[config.mk]
export PLATFORM = sky130hd
export DESIGN_NAME = tlb_miss_sequencer
export DESIGN_NICKNAME = d
export VERILOG_FILES = /design/src/rtl/tlb_miss_sequencer.sv
export SDC_FILE = /design/constraint.sdc
export NUM_CORES = 1
export LEC_CHECK = 0
export CAP_MARGIN = 20
export CORE_UTILIZATION = 40
export DETAILED_ROUTE_END_ITERATION = 6
export DONT_BUFFER_PORTS = 1
export PLACE_DENSITY = 0.6
export SYNTH_ARGS = -nofsm -noshare
export SYNTH_HDL_FRONTEND = slang
export SYNTH_SLANG_ARGS = --single-unit
export TNS_END_PERCENT = 100
[constraint.sdc]
create_clock -name clk -period 3 [get_ports clk]
set_input_delay 0.75 -clock clk [delete_from_list [all_inputs] [get_ports clk]]
set_output_delay 0.75 -clock clk [all_outputs]
set_load 0.05 [all_outputs]
[src/rtl/tlb_miss_sequencer.sv]
// TLB miss sequencer: round-robin arbitration of two translation ports, TLB lookup, victim write-back, PT fetch and fill.
// Optional PT wait timeout is enabled by defining TLB_SEQ_TIMEOUT_EN.
module tlb_miss_sequencer #(
  parameter int VA_WIDTH       = 14,
  parameter int PA_WIDTH       = 10,
  parameter int OFFSET_BITS    = 8,
  parameter int TIMEOUT_CYCLES = 64
) (
  input  logic                            clk,
  input  logic                            reset,
  input  logic [1:0]                      req_valid,
  output logic [1:0]                      req_ready,
  input  logic [VA_WIDTH-1:0]             req_va0,
  input  logic [VA_WIDTH-1:0]             req_va1,
  input  logic                            req_write1,
  output logic [1:0]                      resp_valid,
  output logic [PA_WIDTH-1:0]             resp_pa,
  output logic                            resp_fault,
  output logic                            tlb_lookup,
  output logic [VA_WIDTH-OFFSET_BITS-1:0] tlb_vpn,
  input  logic                            tlb_hit,
  input  logic [PA_WIDTH-OFFSET_BITS-1:0] tlb_ppn,
  input  logic                            tlb_victim_valid,
  input  logic                            tlb_victim_dirty,
  input  logic                            tlb_victim_ref,
  input  logic [VA_WIDTH-OFFSET_BITS-1:0] tlb_victim_vpn,
  output logic                            tlb_touch,
  output logic                            tlb_mark_dirty,
  output logic                            tlb_fill,
  output logic [PA_WIDTH-OFFSET_BITS-1:0] tlb_fill_ppn,
  output logic                            tlb_fill_dirty,
  output logic                            tlb_fill_ref,
  output logic                            pt_req,
  output logic                            pt_write,
  output logic [VA_WIDTH-OFFSET_BITS-1:0] pt_vpn,
  output logic                            pt_dirty_wb,
  output logic                            pt_ref_wb,
  input  logic                            pt_done,
  input  logic                            pt_page_fault,
  input  logic [PA_WIDTH-OFFSET_BITS-1:0] pt_ppn,
  input  logic                            pt_dirty,
  input  logic                            pt_ref
);
  localparam int VPN_W = VA_WIDTH - OFFSET_BITS;
  localparam int PPN_W = PA_WIDTH - OFFSET_BITS;

  localparam logic [2:0] S_IDLE      = 3'd0;
  localparam logic [2:0] S_LOOKUP    = 3'd1;
  localparam logic [2:0] S_WRITEBACK = 3'd2;
  localparam logic [2:0] S_FETCH     = 3'd3;
  localparam logic [2:0] S_FILL      = 3'd4;
  localparam logic [2:0] S_RESPOND   = 3'd5;

  logic [2:0]          state, state_nxt;
  logic                last_grant, port, fault;
  logic [1:0]          grant;
  logic                grant_port;
  logic [VA_WIDTH-1:0] va;
  logic                write;
  logic [VPN_W-1:0]    victim_vpn;
  logic                victim_ref;
  logic [PPN_W-1:0]    ppn;
  logic                fetched_dirty;
  logic                timed_out;
  logic                pt_wait;
  logic [VPN_W-1:0]    req_vpn;

  assign req_vpn = va[VA_WIDTH-1:OFFSET_BITS];
  assign pt_wait = (state == S_WRITEBACK) || (state == S_FETCH);

  // On a tie the port not granted last wins.
  always_comb begin
    grant      = 2'b00;
    grant_port = 1'b0;
    if (req_valid == 2'b11) begin
      grant_port = ~last_grant;
      grant      = last_grant ? 2'b01 : 2'b10;
    end else if (req_valid[0]) begin
      grant = 2'b01;
    end else if (req_valid[1]) begin
      grant      = 2'b10;
      grant_port = 1'b1;
    end
  end

`ifdef TLB_SEQ_TIMEOUT_EN
  logic [7:0] wait_cnt;

  always_ff @(posedge clk or posedge reset) begin
    if (reset)                   wait_cnt <= 8'd0;
    else if (state_nxt != state) wait_cnt <= 8'd0;
    else if (pt_wait)            wait_cnt <= wait_cnt + 8'd1;
  end

  // pt_done in the final cycle still wins over the timeout.
  assign timed_out = pt_wait && (wait_cnt == 8'(TIMEOUT_CYCLES - 1)) && !pt_done;
`else
  assign timed_out = 1'b0 && (TIMEOUT_CYCLES > 0);
`endif

  always_comb begin
    state_nxt = state;
    case (state)
      S_IDLE:      if (grant != 2'b00) state_nxt = S_LOOKUP;
      S_LOOKUP:    if (tlb_hit) state_nxt = S_RESPOND;
                   else if (tlb_victim_valid && tlb_victim_dirty) state_nxt = S_WRITEBACK;
                   else state_nxt = S_FETCH;
      S_WRITEBACK: if (pt_done) state_nxt = S_FETCH;
                   else if (timed_out) state_nxt = S_RESPOND;
      S_FETCH:     if (pt_done) state_nxt = pt_page_fault ? S_RESPOND : S_FILL;
                   else if (timed_out) state_nxt = S_RESPOND;
      S_FILL:      state_nxt = S_RESPOND;
      S_RESPOND:   state_nxt = S_IDLE;
      default:     state_nxt = S_IDLE;
    endcase
  end

  always_ff @(posedge clk or posedge reset) begin
    if (reset) begin
      state      <= S_IDLE;
      last_grant <= 1'b1;
      port       <= 1'b0;
      fault      <= 1'b0;
    end else begin
      state <= state_nxt;
      if (state == S_IDLE && grant != 2'b00) begin
        last_grant <= grant_port;
        port       <= grant_port;
        fault      <= 1'b0;
      end
      if ((state == S_FETCH && pt_done && pt_page_fault) || timed_out) fault <= 1'b1;
    end
  end

  // Transaction payload; only qualified by state, so no reset is needed.
  always_ff @(posedge clk) begin
    if (state == S_IDLE && grant != 2'b00) begin
      va    <= grant_port ? req_va1 : req_va0;
      write <= grant_port & req_write1;
    end
    if (state == S_LOOKUP) begin
      if (tlb_hit) ppn <= tlb_ppn;
      victim_vpn <= tlb_victim_vpn;
      victim_ref <= tlb_victim_ref;
    end
    if (state == S_FETCH && pt_done) begin
      ppn           <= pt_ppn;
      fetched_dirty <= pt_dirty;
    end
  end

  assign req_ready      = (state == S_IDLE && !reset) ? grant : 2'b00;
  assign tlb_lookup     = (state == S_LOOKUP);
  assign tlb_vpn        = (state == S_LOOKUP || state == S_FILL) ? req_vpn : '0;
  assign tlb_touch      = (state == S_LOOKUP) && tlb_hit;
  assign tlb_mark_dirty = (state == S_LOOKUP) && tlb_hit && write;
  assign tlb_fill       = (state == S_FILL);
  assign tlb_fill_ppn   = (state == S_FILL) ? ppn : '0;
  assign tlb_fill_dirty = (state == S_FILL) && (fetched_dirty || write);
  assign tlb_fill_ref   = (state == S_FILL);
  assign pt_req         = pt_wait;
  assign pt_write       = (state == S_WRITEBACK);
  assign pt_vpn         = (state == S_WRITEBACK) ? victim_vpn : (state == S_FETCH) ? req_vpn : '0;
  assign pt_dirty_wb    = (state == S_WRITEBACK);
  assign pt_ref_wb      = (state == S_WRITEBACK) && victim_ref;
  assign resp_valid     = (state == S_RESPOND) ? (port ? 2'b10 : 2'b01) : 2'b00;
  assign resp_fault     = (state == S_RESPOND) && fault;
  assign resp_pa        = (state == S_RESPOND && !fault) ? {ppn, va[OFFSET_BITS-1:0]} : '0;

  // The fetched reference bit is not stored: a filled entry is always referenced.
  logic unused;
  assign unused = pt_ref;
endmodule

# ---- Word-level counts from Yosys, hierarchy flattened
# Cells that the tools add are included.
dict set report word_totals {
  register_bits 31
  in_bits 51
}
dict set report op_classes {
  eq_ne 9
  mux 28
  n_bitwise 2
  n_reduce_logical 23
}
# op count
set op_table {}
lappend op_table {{2-bit 2-to-1 mux} 11}
lappend op_table {{6-bit 2-to-1 mux} 3}
lappend op_table {{3-bit one-hot mux with 5 select lines} 1}
lappend op_table {{14-bit 2-to-1 mux} 1}
lappend op_table {{3-bit 2-to-1 mux} 4}
lappend op_table {{1-bit logical AND} 11}
lappend op_table {{10-bit 2-to-1 mux} 1}
lappend op_table {{2-bit nonzero test} 4}
lappend op_table {{1-bit 2-to-1 mux} 7}
lappend op_table {{3-bit by 2-bit equality test with 1-bit output (second input constant)} 2}
lappend op_table {{3-bit equality test (second input constant)} 2}
lappend op_table {{2-bit != test (second input constant)} 2}
lappend op_table {{3-bit by 1-bit equality test with 1-bit output (second input constant)} 1}
lappend op_table {{3-bit zero test} 1}
lappend op_table {{1-bit logical OR} 3}
lappend op_table {{3-bit AND reduction} 1}
lappend op_table {{2-bit equality test (second input constant)} 1}
lappend op_table {{1-bit zero test} 2}
lappend op_table {{2-bit by 1-bit != test with 1-bit output (second input constant)} 1}
lappend op_table {{2-bit AND reduction} 1}
lappend op_table {{1-bit bitwise AND} 1}
lappend op_table {{1-bit NOT} 1}

# ---- Longest topological paths before layout
# Gate-level depths: netlist of the first run.
dict set report depth {
  word_depth 7
  mapped_depth 6
}

# ---- Least setup slack after synthesis of the first run
# Ideal clock, no wire load.
dict set report synth_path {
  path_type {register to output}
  from {register state[0]}
  to {output pt_ref_wb}
  t_arrival_ps 1984
  path_slack_ps 266
  path_stages_with_launch 5
  cell_sequence {dfrtp_1 -> buf_2 -> buf_4 -> nor2_1 -> and2_1}
}
dict set report synth_via {
  elab_chain_len 2
}
# element line
set synth_lines {}
lappend synth_lines {{from (decl)} 54} ;# logic [2:0] state, state_nxt;
lappend synth_lines {{from (signal assigned)} 125} ;# state <= state_nxt;
lappend synth_lines {{3-bit by 2-bit equality test with 1-bit output} --}
lappend synth_lines {{via pt_dirty_wb} 36} ;# output logic pt_dirty_wb,
lappend synth_lines {{1-bit logical AND} 165} ;# assign pt_ref_wb = (state == S_WRITEBACK) && victim_ref;
lappend synth_lines {{to (decl)} 37} ;# output logic pt_ref_wb,
# The timed path passes the listed nets, and every way through them passes these cells.

# ---- Final worst setup path of the first run
dict set report layout_path {
  from {register state[1]}
  to {output pt_ref_wb}
}
dict set report layout_via {
  elab_chain_len 2
}
# element line
set layout_lines {}
lappend layout_lines {{3-bit by 2-bit equality test with 1-bit output} 165}
lappend layout_lines {{1-bit logical AND} 165}
# No other way between the ends.

==> summary.md, run 1 <==
| Metric | Value |
|---|---|
| Status | finished, final reports clean |
| Least-Margin Pin Slew | ~0.5 ns |
| Main synth FF type | edfxtp_1 |
| Clock Skew | around 0.0011 ns |
| Root Driver | clkbuf_8 |
| Max Cap Viol | 0 |
| Starting Density | 0.416 |
| Total Power | about 2.2 mW |
| Antenna violations before repair | 0 |
| CTS tree | yes |
| Avg WL per Cell | 15.9 um |
| CP max stage cell | dfrtp_1 |
| Final Critical Period | 2.56 ns |
| Worst Hold Class | in -> async |
| Ports | 90 |
| Clock Latency Late Sink | between 0.2 and 0.3 ns |
| Post-Syn Area | around 1700 um^2 |
| Peak supply drop | between 0.4 and 0.5 mV |
| Global-route wire length before repair | just over 5000 um |
| IO buf count | 0 |
| First drt pass iteration count | 4 |
| Crit path DAT | approximately 1.8 ns |
| Crit Path Max Fanout | 14 |
| CP startpoint kind | flop |
| Clock Pin Slew Worst Setup and Hold Paths | 0.06 ns |
| Synth top area share | 0.451 |
| Final Hold Viols | 0 |
| Worst hold slack | ~0.29 ns |
| Top cells by count, synth | edfxtp_1 (25), and2_1 (20), nor2_1 (15) |
| GPL Wtd Cong | between 0.7 and 0.8 |
| Antenna cells | 0 |
| Seq/Total Area, Yosys | 0.542 |
| Vias in the first global route | about 1.1k |
| Fin. max-slew vios | 0 |
| Post-CTS Setup Inserts | 0 |
| Maximum number of pins on one net before global-route repair | 17 |
| Die width | between 60 and 70 um |
| Post-DR vias/cell | 5.18 |
| Yosys cell types | 35 |
| Vias | between 1k and 1.5k |
| Pwr Density | 1140 nW/um^2 |
| CP cell instances | nand2b_1 -> nor2_2 -> and2_1 |
| Synthesis Warnings | 0 |
| Max_slew headroom | 0.661 |
| GRT Util Overall | 0.160 |
| Final setup vio count | 0 |
| FP Rows | 23 |
| # clock sinks | 31 |
| CP Data Required Time | 2.25 ns |
| RSZ-0062 raised after global routing | no |
| CTS Buf Count | 5 |
| FMAX | about 0.4 GHz |
| Core area | 4000 um^2 |
| Clock Path Buffers | 2 |
| Critical Path Sink Type | output port |
| CTS Hold Bufs | 0 |
| Synth top area cells | edfxtp_1 (45%), mux2_2 (9.5%), and2_1 (7.5%) |
| FFs w/ async S/R, synth | 0.194 |
| Syn avg cell area | around 12 um^2 |
| Final ANT Viol Nets | 0 |
| Area Overhead vs Synth | 18.4% |
| Nets | about 210 |
| Htree depth | 2 |
| Critical path class | reg -> out |
| WL final | 3390 um |
| Post-Synthesis Cells | roughly 140 |
| DP HPWL | approximately 2700 um |
| Register bit total from synthesis | 31 |
| Post-Syn Nets | 188 |
| EDFF count, synth | 25 |
| Final period utilization | 0.853 |
| LEAKAGE | 0.814 nW |
| Post_cts resized | 0 |
| Die Height | 66.5 um |
| Final routed DRC violation total | 0 |
| Worst Slack Setup Final | about 0.44 ns |
| Total global routing overflow | 0 |
| Post-route setup TNS | 0 ns |
| Max stage delay on crit path | around 0.63 ns |
| Worst slack, placed | ~0.74 ns |
| 1st-iter DRT viols | 25 |
| Top-count cell post-synth | edfxtp_1 |
| Total die area | between 4000 and 5000 um^2 |
| Dominant cell type by area after synthesis | edfxtp_1 |
| Ratio of cells with drive above 1 in the final layout | 0.354 |
==> critical path: cells and delay by family (launching register included) <==
kind	cells	cell delay, ns
flip-flops	1	0.63
AND/OR/NAND/NOR	3	0.91
==> cell families after synthesis <==
| kind of cell | Yosys count | share of synthesized area |
|---|---|---|
| and+or+nand+nor | 58 | 0.208 |
| xor gates and xnor gates | 1 | 0.00526 |
| muxes | 23 | 0.150 |
| buffers and inverters | 14 | 0.0451 |
| AOI/OAI and AO/OA | 10 | 0.0496 |
| DFF | 31 | 0.542 |
==> where the power goes <==
part	switching (mW)	internal [mW]
Combinational	0.849	0.337
Sequential	0.109	0.638
Clock	0.147	0.162
Total	1.11	1.14
==> cell type report <==
class                      instances  area, um^2
fill                             376        2030
sequential                        31         902
multi-input combinational         92         697
timing repair buffer              27         203
clock buffer                       6        72.6
tap                               50        62.6
inverter                           6        22.5
clock inverter                     2        12.5
==> layout by cell type, fill, tap and decap left out, types with 2 or more instances in the layout <==
cell type  synthesis  routed
a22o_1             2       2
and2_1            20      20
and3_1             3       3
buf_4              5      27
clkbuf_8           0       5
dfrtp_1            5       5
edfxtp_1          25      25
inv_1              4       4
inv_2              2       2
mux2_1             2       2
mux2_2            14      14
mux2i_1            7       7
nand2_1            4       4
nand2b_1           3       3
nor2_1            15      14
nor2_2             1       2
nor2b_1            4       4
==> routing by layer <==
metal  track usage  part of all wire  vias to the layer above
li1              -                 -                      531
met1         0.186              0.40                      524
met2         0.272              0.52                       51
met3        0.0565             0.069                        2
met4        0.0585            0.0053                        0
met5             0                 0                        -
==> state kept, by name, indices dropped and copies added, names as in the netlist <==
signal and cells:
state 3, victim_vpn 6, va 14, fetched_dirty 1
write 1, fault 1, last_grant 1, port 1
victim_ref 1, ppn 2
==> worst paths after layout <==
kind | from | endpoint | slack (ns) | depth (start not counted)
setup / recovery | state[1] | pt_ref_wb | 0.44 | 3
hold / removal | reset | port | 0.29 | 1
setup reg to reg | state[1] | ppn[0] | 0.90 | 5
hold reg to reg | port | port | 0.55 | 1
max in group asynchronous | reset | last_grant | 2.44 | 1
min in group clk | port | port | 0.55 | 1
==> per-stage QoR <==
stage | area (um^2) | std cells | util
detailed placement | 1890 | 206 | 0.472
global route | 1970 | 214 | 0.493
floorplan | 1670 | 137 | -
global placement | 1890 | 206 | 0.472
finish | 1970 | 214 | 0.493
CTS | 1970 | 214 | 0.493
Note: power is estimated with default switching activity, not from simulation.
==> run 2, diff against run 1 <==
--- a/config.mk
+++ b/config.mk
@@ -6,10 +6,11 @@
 export NUM_CORES = 1
 export LEC_CHECK = 0
 export CAP_MARGIN = 20
-export CORE_UTILIZATION = 40
+export CORE_UTILIZATION = 30
 export DETAILED_ROUTE_END_ITERATION = 6
 export DONT_BUFFER_PORTS = 1
-export PLACE_DENSITY = 0.6
+export GPL_TIMING_DRIVEN = 0
+export PLACE_DENSITY = 0.5
 export SYNTH_ARGS = -nofsm -noshare
 export SYNTH_HDL_FRONTEND = slang
 export SYNTH_SLANG_ARGS = --single-unit
==> run 2 against run 1 <==
Die area rose by 32%. Setup slack got worse by 0.30 ns. Sequential power fell by 6.0%. Register-to-register slack got worse by 0.07 ns. Critical path type unchanged.
==> summary.md, run 2 (same netlist as run 1, synthesis figures left out) <==
| Metric | Value |
|---|---|
| Crit Path Max Fanout | 10 (was 14) |
| CP startpoint kind | flop (unchanged) |
| Htree depth | 2 (unchanged) |
| Antenna cells | 0 (unchanged) |
| Worst flop-to-flop path startpoint | state[1] (unchanged) |
| Clock Latency Late Sink | 0.28 ns (was 0.27 ns) |
| Fin. max-slew vios | 0 (unchanged) |
| Critical Path Sink Type | output port (unchanged) |
| Final setup vio count | 0 (unchanged) |
| DP HPWL | 2840 um (was 2650 um) |
| Die width | 76.5 um (was 66.5 um) |
| Ports | 90 (unchanged) |
| Final period utilization | 0.954 (was 0.853) |
| Vias in the first global route | 1,103 (was 1,096) |
| GRT Util Overall | 0.129 (was 0.160) |
| 1st-iter DRT viols | 40 (was 25) |
| Largest register FFs | 14 (unchanged) |
| Total die area | 5850 um^2 (was 4430 um^2) |
| Peak supply drop | 0.440 mV (was 0.469 mV) |
| GPL Wtd Cong | 0.795 (was 0.715) |
| Reg with most FFs | va (unchanged) |
| Core area | 5240 um^2 (was 4000 um^2) |
| Cell family with most CP delay | simple AND/OR/NAND/NOR gates (unchanged) |
| Biggest regs | va x14, victim_vpn x6, state x3 (unchanged) |
| FP Rows | 26 (was 23) |
| Most frequent cells in the layout | edfxtp_1 (25), and2_1 (20), nor2_1 (14), mux2_2 (14) (was buf_4 (27), edfxtp_1 (25), and2_1 (20), nor2_1 (14), mux2_2 (14)) |
| RSZ-0062 raised after global routing | no (unchanged) |
| WL final | 3530 um (was 3390 um) |
| Clock Pin Slew Worst Setup and Hold Paths | 0.06 ns (about the same) |
| Least-Margin Pin Slew | 0.935 ns (was 0.511 ns) |
| Crit path DAT | 2.11 ns (was 1.81 ns) |
| # clock sinks | 31 (unchanged) |
| Antenna violations before repair | 0 (unchanged) |
| Nets | 198 (was 214) |
| Die Height | 76.5 um (was 66.5 um) |
| Max Cap Viol | 0 (unchanged) |
| Max stage delay on crit path | 0.53 ns (was 0.63 ns) |
| IO buf count | 0 (unchanged) |
| Worst Hold Class | in -> async (unchanged) |
| Ratio of cells with drive above 1 in the final layout | 0.284 (was 0.354) |
| Area Overhead vs Synth | 13.8% (was 18.4%) |
| First drt pass iteration count | 4 (unchanged) |
| Post-route setup TNS | 0 ns (unchanged) |
| Clock Path Buffers | 2 (unchanged) |
| Root Driver | clkbuf_8 (unchanged) |
| Total Power | 2.28 mW (was 2.24 mW) |
| Critical path class | reg -> out (unchanged) |
| Final Critical Period | 2.86 ns (was 2.56 ns) |
| Total global routing overflow | 0 (unchanged) |
| Final ANT Viol Nets | 0 (unchanged) |
| Pwr Density | 1200 nW/um^2 (was 1140 nW/um^2) |
| Clock Skew | 0.00439 ns (was 0.00113 ns) |
| CP cell instances | buf_2 -> buf_4 -> nor2_2 -> and2_1 (was nand2b_1 -> nor2_2 -> and2_1) |
| Vias | 1,046 (was 1,108) |
| Post-DR vias/cell | 4.80 (was 5.18) |
| CTS tree | yes (unchanged) |
| Avg WL per Cell | 16.2 um (was 15.9 um) |
| CP bufs+invs | 2 (was 0) |
| CTS Hold Bufs | 0 (unchanged) |
| Max_slew headroom | 0.375 (was 0.661) |
| CTS Buf Count | 5 (unchanged) |
| Status | finished, final reports clean (unchanged) |
| FMAX | 0.349 GHz (was 0.391 GHz) |
| Global-route wire length before repair | 5780 um (was 5150 um) |
| Crit path launch | state[0] (was state[1]) |
| CP Data Required Time | 2.25 ns (about the same) |
| Starting Density | 0.318 (was 0.416) |
| CP max stage cell | and2_1 (was dfrtp_1) |
| Final routed DRC violation total | 0 (unchanged) |
| LEAKAGE | 0.740 nW (was 0.814 nW) |
| Maximum number of pins on one net before global-route repair | 11 (was 17) |
| Most common cell after layout, fill and taps aside | edfxtp_1 (was buf_4) |
| Final Hold Viols | 0 (unchanged) |
## run 2: stage by stage
step / hold WS (ns) / area, um^2 / instances / util / worst slack [ns]
4_1_cts: 0.277 / 1900 / 218 / 0.362 / 0.112
5_1_grt: 0.278 / 1900 / 218 / 0.362 / 0.0309
3_5_place_dp: 0.529 / 1780 / 210 / 0.340 / 0.155
6_report: 0.277 / 1900 / 218 / 0.362 / 0.138
3_3_place_gp: 0.529 / 1750 / 207 / 0.335 / 0.170
2_1_floorplan: 0.481 / 1670 / 137 / - / 0.266
## run 2: what timing repair did
action,in CTS,in global routing
buffers inserted,0,0
setup endpoints to repair,4,0
gates resized for setup,2,0
## run 2: worst paths after layout
kind	cells past startpoint	slack, ns	end
max	4	0.14	pt_ref_wb
min	1	0.28	port
max in group asynchronous	1	2.46	last_grant
max reg2reg	4	0.83	va[3]
min in group clk	1	0.54	port
min reg2reg	1	0.54	port
## run 2: cell type report
| class | count | area, um^2 |
|---|---|---|
| multi-input cells | 92 | 697 |
| plain buffers | 8 | 52.6 |
| clock buffers | 5 | 68.8 |
| fillers | 506 | 3340 |
| flip-flops and latches | 31 | 902 |
| inverters | 6 | 22.5 |
| repair buffers | 3 | 26.3 |
| well taps | 70 | 87.6 |
| clock inverters | 3 | 38.8 |
## run 2: report_power, final
part	internal [mW]	switching, mW	leakage, nW	total (mW)
logic	0.284	0.896	0.378	1.18
registers	0.640	0.0618	0.306	0.702
clock network	0.243	0.151	0.0556	0.394
## run 2: routing by layer
metal	track usage	wire, um	part of all wire
met2	0.213	1730	0.49
met3	0.0467	271	0.077
met1	0.154	1490	0.42
met4	0.0462	40	0.011
met5	0	0	0
